$ cat config.mk
export PLATFORM = sky130hd
export DESIGN_NAME = tristate_bus_arbiter
export DESIGN_NICKNAME = d
export VERILOG_FILES = /design/src/rtl/tristate_bus_arbiter_pkg.sv /design/src/rtl/tristate_bus_arbiter_rr_picker.sv /design/src/rtl/tristate_bus_arbiter.sv
export SDC_FILE = /design/constraint.sdc
export NUM_CORES = 1
export LEC_CHECK = 0
export BUFFER_PORTS_ARGS = -buffer_cell sky130_fd_sc_hd__buf_2
export CORE_MARGIN = 2
export CORE_UTILIZATION = 45
export CTS_BUF_LIST = sky130_fd_sc_hd__clkbuf_8 sky130_fd_sc_hd__clkbuf_16
export DETAILED_ROUTE_END_ITERATION = 16
export GPL_ROUTABILITY_DRIVEN = 0
export GPL_TIMING_DRIVEN = 0
export PLACE_DENSITY_LB_ADDON = 0.2
export SLEW_MARGIN = 20
export SYNTH_ARGS = -nofsm -noshare
export SYNTH_HDL_FRONTEND = slang
export SYNTH_SLANG_ARGS = --single-unit
$ cat constraint.sdc
create_clock -name Clock -period 2.5 [get_ports Clock]
set_input_delay 0.5 -clock Clock [delete_from_list [all_inputs] [get_ports Clock]]
set_output_delay 0.5 -clock Clock [all_outputs]
set_load 0.01 [all_outputs]
$ cat src/rtl/tristate_bus_arbiter_pkg.sv
// Shared types and helpers for the tristate bus arbiter.
// Holds the transfer state encoding and the one-hot grant builder.
package tristate_bus_arbiter_pkg;

    localparam int MAX_CHANNELS = 8;

    typedef enum logic [1:0] {
        IDLE  = 2'd0,
        SETUP = 2'd1,
        DRIVE = 2'd2,
        TURN  = 2'd3
    } arb_state_t;

    function automatic logic [MAX_CHANNELS-1:0] onehot(input logic [2:0] index);
        logic [MAX_CHANNELS-1:0] vec;
        vec        = '0;
        vec[index] = 1'b1;
        return vec;
    endfunction

endpackage

$ cat src/rtl/tristate_bus_arbiter_rr_picker.sv
// Round-robin picker: first requesting channel at or after the pointer,
// wrapping modulo CHANNELS. Purely combinational.
module tristate_bus_arbiter_rr_picker #(
    parameter int CHANNELS = 4,
    parameter int IDX_W    = 2
) (
    input  logic [CHANNELS-1:0] request,
    input  logic [IDX_W-1:0]    pointer,
    output logic                valid,
    output logic [IDX_W-1:0]    index
);

    localparam logic [IDX_W:0] NCH = (IDX_W+1)'(CHANNELS);

    logic [IDX_W:0] cand;

    // Scan from the farthest offset down so the nearest requester wins last.
    always_comb begin
        valid = 1'b0;
        index = '0;
        cand  = '0;
        for (int k = CHANNELS - 1; k >= 0; k--) begin
            cand = {1'b0, pointer} + (IDX_W+1)'(k);
            if (cand >= NCH) begin
                cand = cand - NCH;
            end
            if (request[cand[IDX_W-1:0]]) begin
                valid = 1'b1;
                index = cand[IDX_W-1:0];
            end
        end
    end

endmodule

$ cat src/rtl/tristate_bus_arbiter.sv
// Shares one tristate driver among CHANNELS requesters: round-robin grant,
// one settle cycle, bounded drive window, then a forced turnaround gap.
module tristate_bus_arbiter
    import tristate_bus_arbiter_pkg::*;
#(
    parameter int CHANNELS   = 4,
    parameter int WIDTH      = 8,
    parameter int TURNAROUND = 2,
    parameter int MAX_DRIVE  = 16
) (
    input  logic                      Clock,
    input  logic                      Reset,
    input  logic [CHANNELS-1:0]       Request,
    input  logic [CHANNELS*WIDTH-1:0] DataIn,
    output logic [CHANNELS-1:0]       Grant,
    output logic [WIDTH-1:0]          BusData,
    output logic                      BusEnable,
    output logic                      Busy,
    output logic                      Timeout
);

    localparam int IDX_W  = $clog2(CHANNELS);
    localparam int CNT_W  = (MAX_DRIVE > 0) ? $clog2(MAX_DRIVE + 1) : 1;
    localparam int TURN_W = (TURNAROUND > 1) ? $clog2(TURNAROUND) : 1;

    localparam logic [CNT_W-1:0]  CNT_LIMIT = CNT_W'(MAX_DRIVE);
    localparam logic [TURN_W-1:0] TURN_LAST = TURN_W'(TURNAROUND - 1);
    localparam logic [IDX_W-1:0]  LAST_CH   = IDX_W'(CHANNELS - 1);

    arb_state_t        state;
    logic [IDX_W-1:0]  pointer;
    logic [IDX_W-1:0]  owner;
    logic [CNT_W-1:0]  drive_cnt;
    logic [TURN_W-1:0] turn_cnt;

    logic              pick_valid;
    logic [IDX_W-1:0]  pick_index;
    logic              owner_req;
    logic              drive_limit;

    tristate_bus_arbiter_rr_picker #(
        .CHANNELS (CHANNELS),
        .IDX_W    (IDX_W)
    ) u_picker (
        .request (Request),
        .pointer (pointer),
        .valid   (pick_valid),
        .index   (pick_index)
    );

    assign owner_req   = Request[owner];
    assign drive_limit = (MAX_DRIVE != 0) && (drive_cnt == CNT_LIMIT);
    assign Busy        = (state != IDLE);

    always_ff @(posedge Clock or negedge Reset) begin
        if (!Reset) begin
            state     <= IDLE;
            pointer   <= '0;
            owner     <= '0;
            drive_cnt <= '0;
            turn_cnt  <= '0;
            Grant     <= '0;
            BusEnable <= 1'b0;
            Timeout   <= 1'b0;
        end else begin
            Timeout <= 1'b0;
            case (state)
                IDLE: begin
                    if (pick_valid) begin
                        state   <= SETUP;
                        owner   <= pick_index;
                        Grant   <= CHANNELS'(onehot(3'(pick_index)));
                        pointer <= (pick_index == LAST_CH) ? '0 : pick_index + IDX_W'(1);
                    end
                end
                SETUP: begin
                    if (owner_req) begin
                        state     <= DRIVE;
                        BusEnable <= 1'b1;
                        drive_cnt <= CNT_W'(1);
                    end else begin
                        state    <= TURN;
                        Grant    <= '0;
                        turn_cnt <= '0;
                    end
                end
                DRIVE: begin
                    // Owner still requesting here means the cut-off was the drive limit.
                    if (!owner_req || drive_limit) begin
                        state     <= TURN;
                        BusEnable <= 1'b0;
                        Grant     <= '0;
                        turn_cnt  <= '0;
                        Timeout   <= owner_req;
                    end else if (drive_cnt != '1) begin
                        drive_cnt <= drive_cnt + CNT_W'(1);
                    end
                end
                TURN: begin
                    if (turn_cnt == TURN_LAST) begin
                        state <= IDLE;
                    end else begin
                        turn_cnt <= turn_cnt + TURN_W'(1);
                    end
                end
                default: state <= IDLE;
            endcase
        end
    end

    // Grant is one-hot or zero, so an OR of gated slices is a clean mux.
    always_comb begin
        BusData = '0;
        for (int i = 0; i < CHANNELS; i++) begin
            if (Grant[i]) begin
                BusData = BusData | DataIn[i*WIDTH +: WIDTH];
            end
        end
    end

endmodule
==> impl_metrics.ini <==
[power]
p_leak_nw = 0.861
power_density_mw_per_mm2 = 1090
peakVddDrop_mv = 0.599

[synthesis]
synth_edf_count = 0
syn_avg_cell_area_um2 = 9.68
ys_top_cells_by_count = dfrtp_1, a22oi_1, nand2_1, inv_1, ha_1
synth_most_common_cell = dfrtp_1
ys.flop_type = dfrtp_1
yosysTopAreaCellShare = 0.345
syn-num-nets = 184
syn-cell-area_mm2 = 0.00131
synth.distinct_cells = 38
synth_cells = 135
synth_area_leaders = dfrtp_1, ha_1, a22oi_1
yosysTopAreaCell = dfrtp_1
synth-async-reset-ratio = 1.00
synth_warnings = 0
synth.ff_latch_count = 18
synth_sequential_area_ratio = 0.345

[timing]
hold_viol = 0
maxSlewHeadroom = 0.700
rsz0062_at_grt = false
whs_ns = 0.179
period_share = 0.741
drv_slew = 0
skew_ns = 0.00133
finalSetupViolCount = 0
tightest_slew_ns = 0.446
max_freq_ghz = 0.540
finalCriticalPeriod_ns = 1.85
setup_tns_ns = 0

[placed_design]
dpl_cell_area_mm2 = 0.00161
dpl.hpwl_um = 2420
numPortBuffers = 52

[finish]
finalInstanceArea_mm2 = 0.00165
drive_gt1_frac = 0.368
antennaDiodeCount = 0
area_growth_pct = 26.1
final_util = 0.597
fin_nets = 241

[critical_path]
critPathTopFamily = adder cells
worstSetupEndpointType = flop
path_class = flop to flop
path_common_cell = ha_1
start_kind = flop
crit_buf_inv = 1
path_cells = ha_1 > inv_1 > nor3_1 > ha_1 > or3_1 > a21o_2 > a22o_1
cpMaxStageDelayCell = dfrtp_1
max_stage_delay_ns = 0.40
critPathMaxFanout = 3
arrival_ns = 1.99
critPathRequiredTime_ns = 2.64

[route]
antenna_left = 0
drt_iter0_markers = 25
drt-total-wl_um = 2940
wl_per_cell_um = 13.3
dr.pass1.iters = 4
drc = 0
vias_per_cell = 5.52
vias = 1219

[floorplan]
start_util = 0.474
rows = 19
chipHeight_um = 57.9
fp.dieW_um = 57.9
io_pins = 53
core-area_mm2 = 0.00276
fp.dieArea_mm2 = 0.00335

[global_routing]
grt_pass1_vias = 1189
antenna_found_initial = 0
grt_max_degree = 19
track_usage = 0.189
grt_pass1_wl_um = 5060
grt-ovfl-total = 0

[clocking]
tritoncts = done
cts_hold_buffers = 0
post_cts_buffers = 0
clk_pin_slew_ns = 0.06
cts_inserted_buffers = 3
cts_resized = 0
clk_path_buf_depth = 2
cts-htree-levels = 1
clock-sinks = 18
clkLatencyLatePin_ns = 0.24
clockRootBuffer = clkbuf_8

[outcome]
status = completed

[hold_path]
hold_path.class = input pin to asynchronous set/reset pin

[run]
maxCapViolCount = 0
[routing by layer]
metal  wire (µm)  up-vias  global-route usage
met5           0        -                   0
met4          25        0              0.0465
met3         259        4              0.0223
met2        1480       50               0.359
met1        1180      561               0.223
li1            -      604                   -
[logic make-up (layout without fill, tap and decap cells)]
| family | count (synthesis) | in the layout | share of synthesized area |
|---|---|---|---|
| adders and majority gates | 11 | 11 | 0.105 |
| muxes | 10 | 10 | 0.105 |
| and+or+nand+nor | 36 | 36 | 0.159 |
| buffers and inverters | 18 | 73 | 0.0536 |
| DFF | 18 | 18 | 0.345 |
| AOI/OAI and AO/OA | 42 | 42 | 0.232 |
[worst register-to-register path: cells and delay by family, from the launching register on]
kind / cells / cell delay [ns]
and+or+nand+nor: 2 / 0.43
adders and majority gates: 2 / 0.44
AOI/OAI and AO/OA: 2 / 0.41
buffers and inverters: 1 / 0.07
DFF: 1 / 0.40
[power by group]
part           switching, mW  internal (mW)  total [mW]  leakage (nW)
combinational          0.585          0.517        1.10         0.619
clock                 0.0900          0.107       0.197        0.0216
sequential            0.0919          0.412       0.504         0.221
total                  0.767           1.04        1.80         0.861
[flip-flops by register name (all words and copies together), names as in the netlist]
name and flops:
drive_cnt 5, Grant 4, owner 2, pointer 2, state 2, BusEnable 1, Timeout 1, turn_cnt 1
[cell type report]
cell class                      instances  area, µm²
Timing Repair Buffer                   52        260
Multi-Input combinational cell         99        786
Sequential cell                        18        450
Buffer                                  4       15.0
Fill cell                             256       1110
Clock buffer                            3       41.3
Inverter                               14       55.1
Tap cell                               31       38.8
[final timing paths]
check,startpoint,endpoint,slack [ns],cells past startpoint
min reg2reg,owner[1]$_DFFE_PN0P_,owner[1]$_DFFE_PN0P_,0.51,2
min,Reset,drive_cnt[0]$_DFFE_PN0P_,0.18,1
max,drive_cnt[0]$_DFFE_PN0P_,drive_cnt[1]$_DFFE_PN0P_,0.65,7
max in group asynchronous,Reset,drive_cnt[2]$_DFFE_PN0P_,2.03,1
max reg2reg,drive_cnt[0]$_DFFE_PN0P_,drive_cnt[1]$_DFFE_PN0P_,0.65,7
min in group Clock,owner[1]$_DFFE_PN0P_,owner[1]$_DFFE_PN0P_,0.51,2
[layout by cell type (no fill, tap or decap), types with 2 or more instances in the layout]
cell	netlist	layout
ha_1	11	11
buf_2	0	52
mux2_4	4	4
nor4_1	2	2
nor3_1	2	2
nor2b_1	6	6
inv_1	13	13
a22o_1	2	2
nand2_1	15	15
nand3_1	3	3
o21ai_0	3	3
o211ai_1	2	2
a22oi_1	16	16
a21oi_1	6	6
o22ai_1	2	2
clkbuf_1	3	3
nand2b_1	3	3
a31oi_1	2	2
clkbuf_8	0	3
dfrtp_1	18	18
mux2_2	3	3
[per-stage QoR]
stage	total power, mW	instances	setup slack [ns]
6_report	1.80	221	0.646
3_3_place_gp	1.57	218	0.611
5_1_grt	1.98	221	0.485
2_1_floorplan	1.32	135	0.750
3_5_place_dp	1.62	218	0.540
4_1_cts	1.82	221	0.638
(Power assumes the default switching activity.)
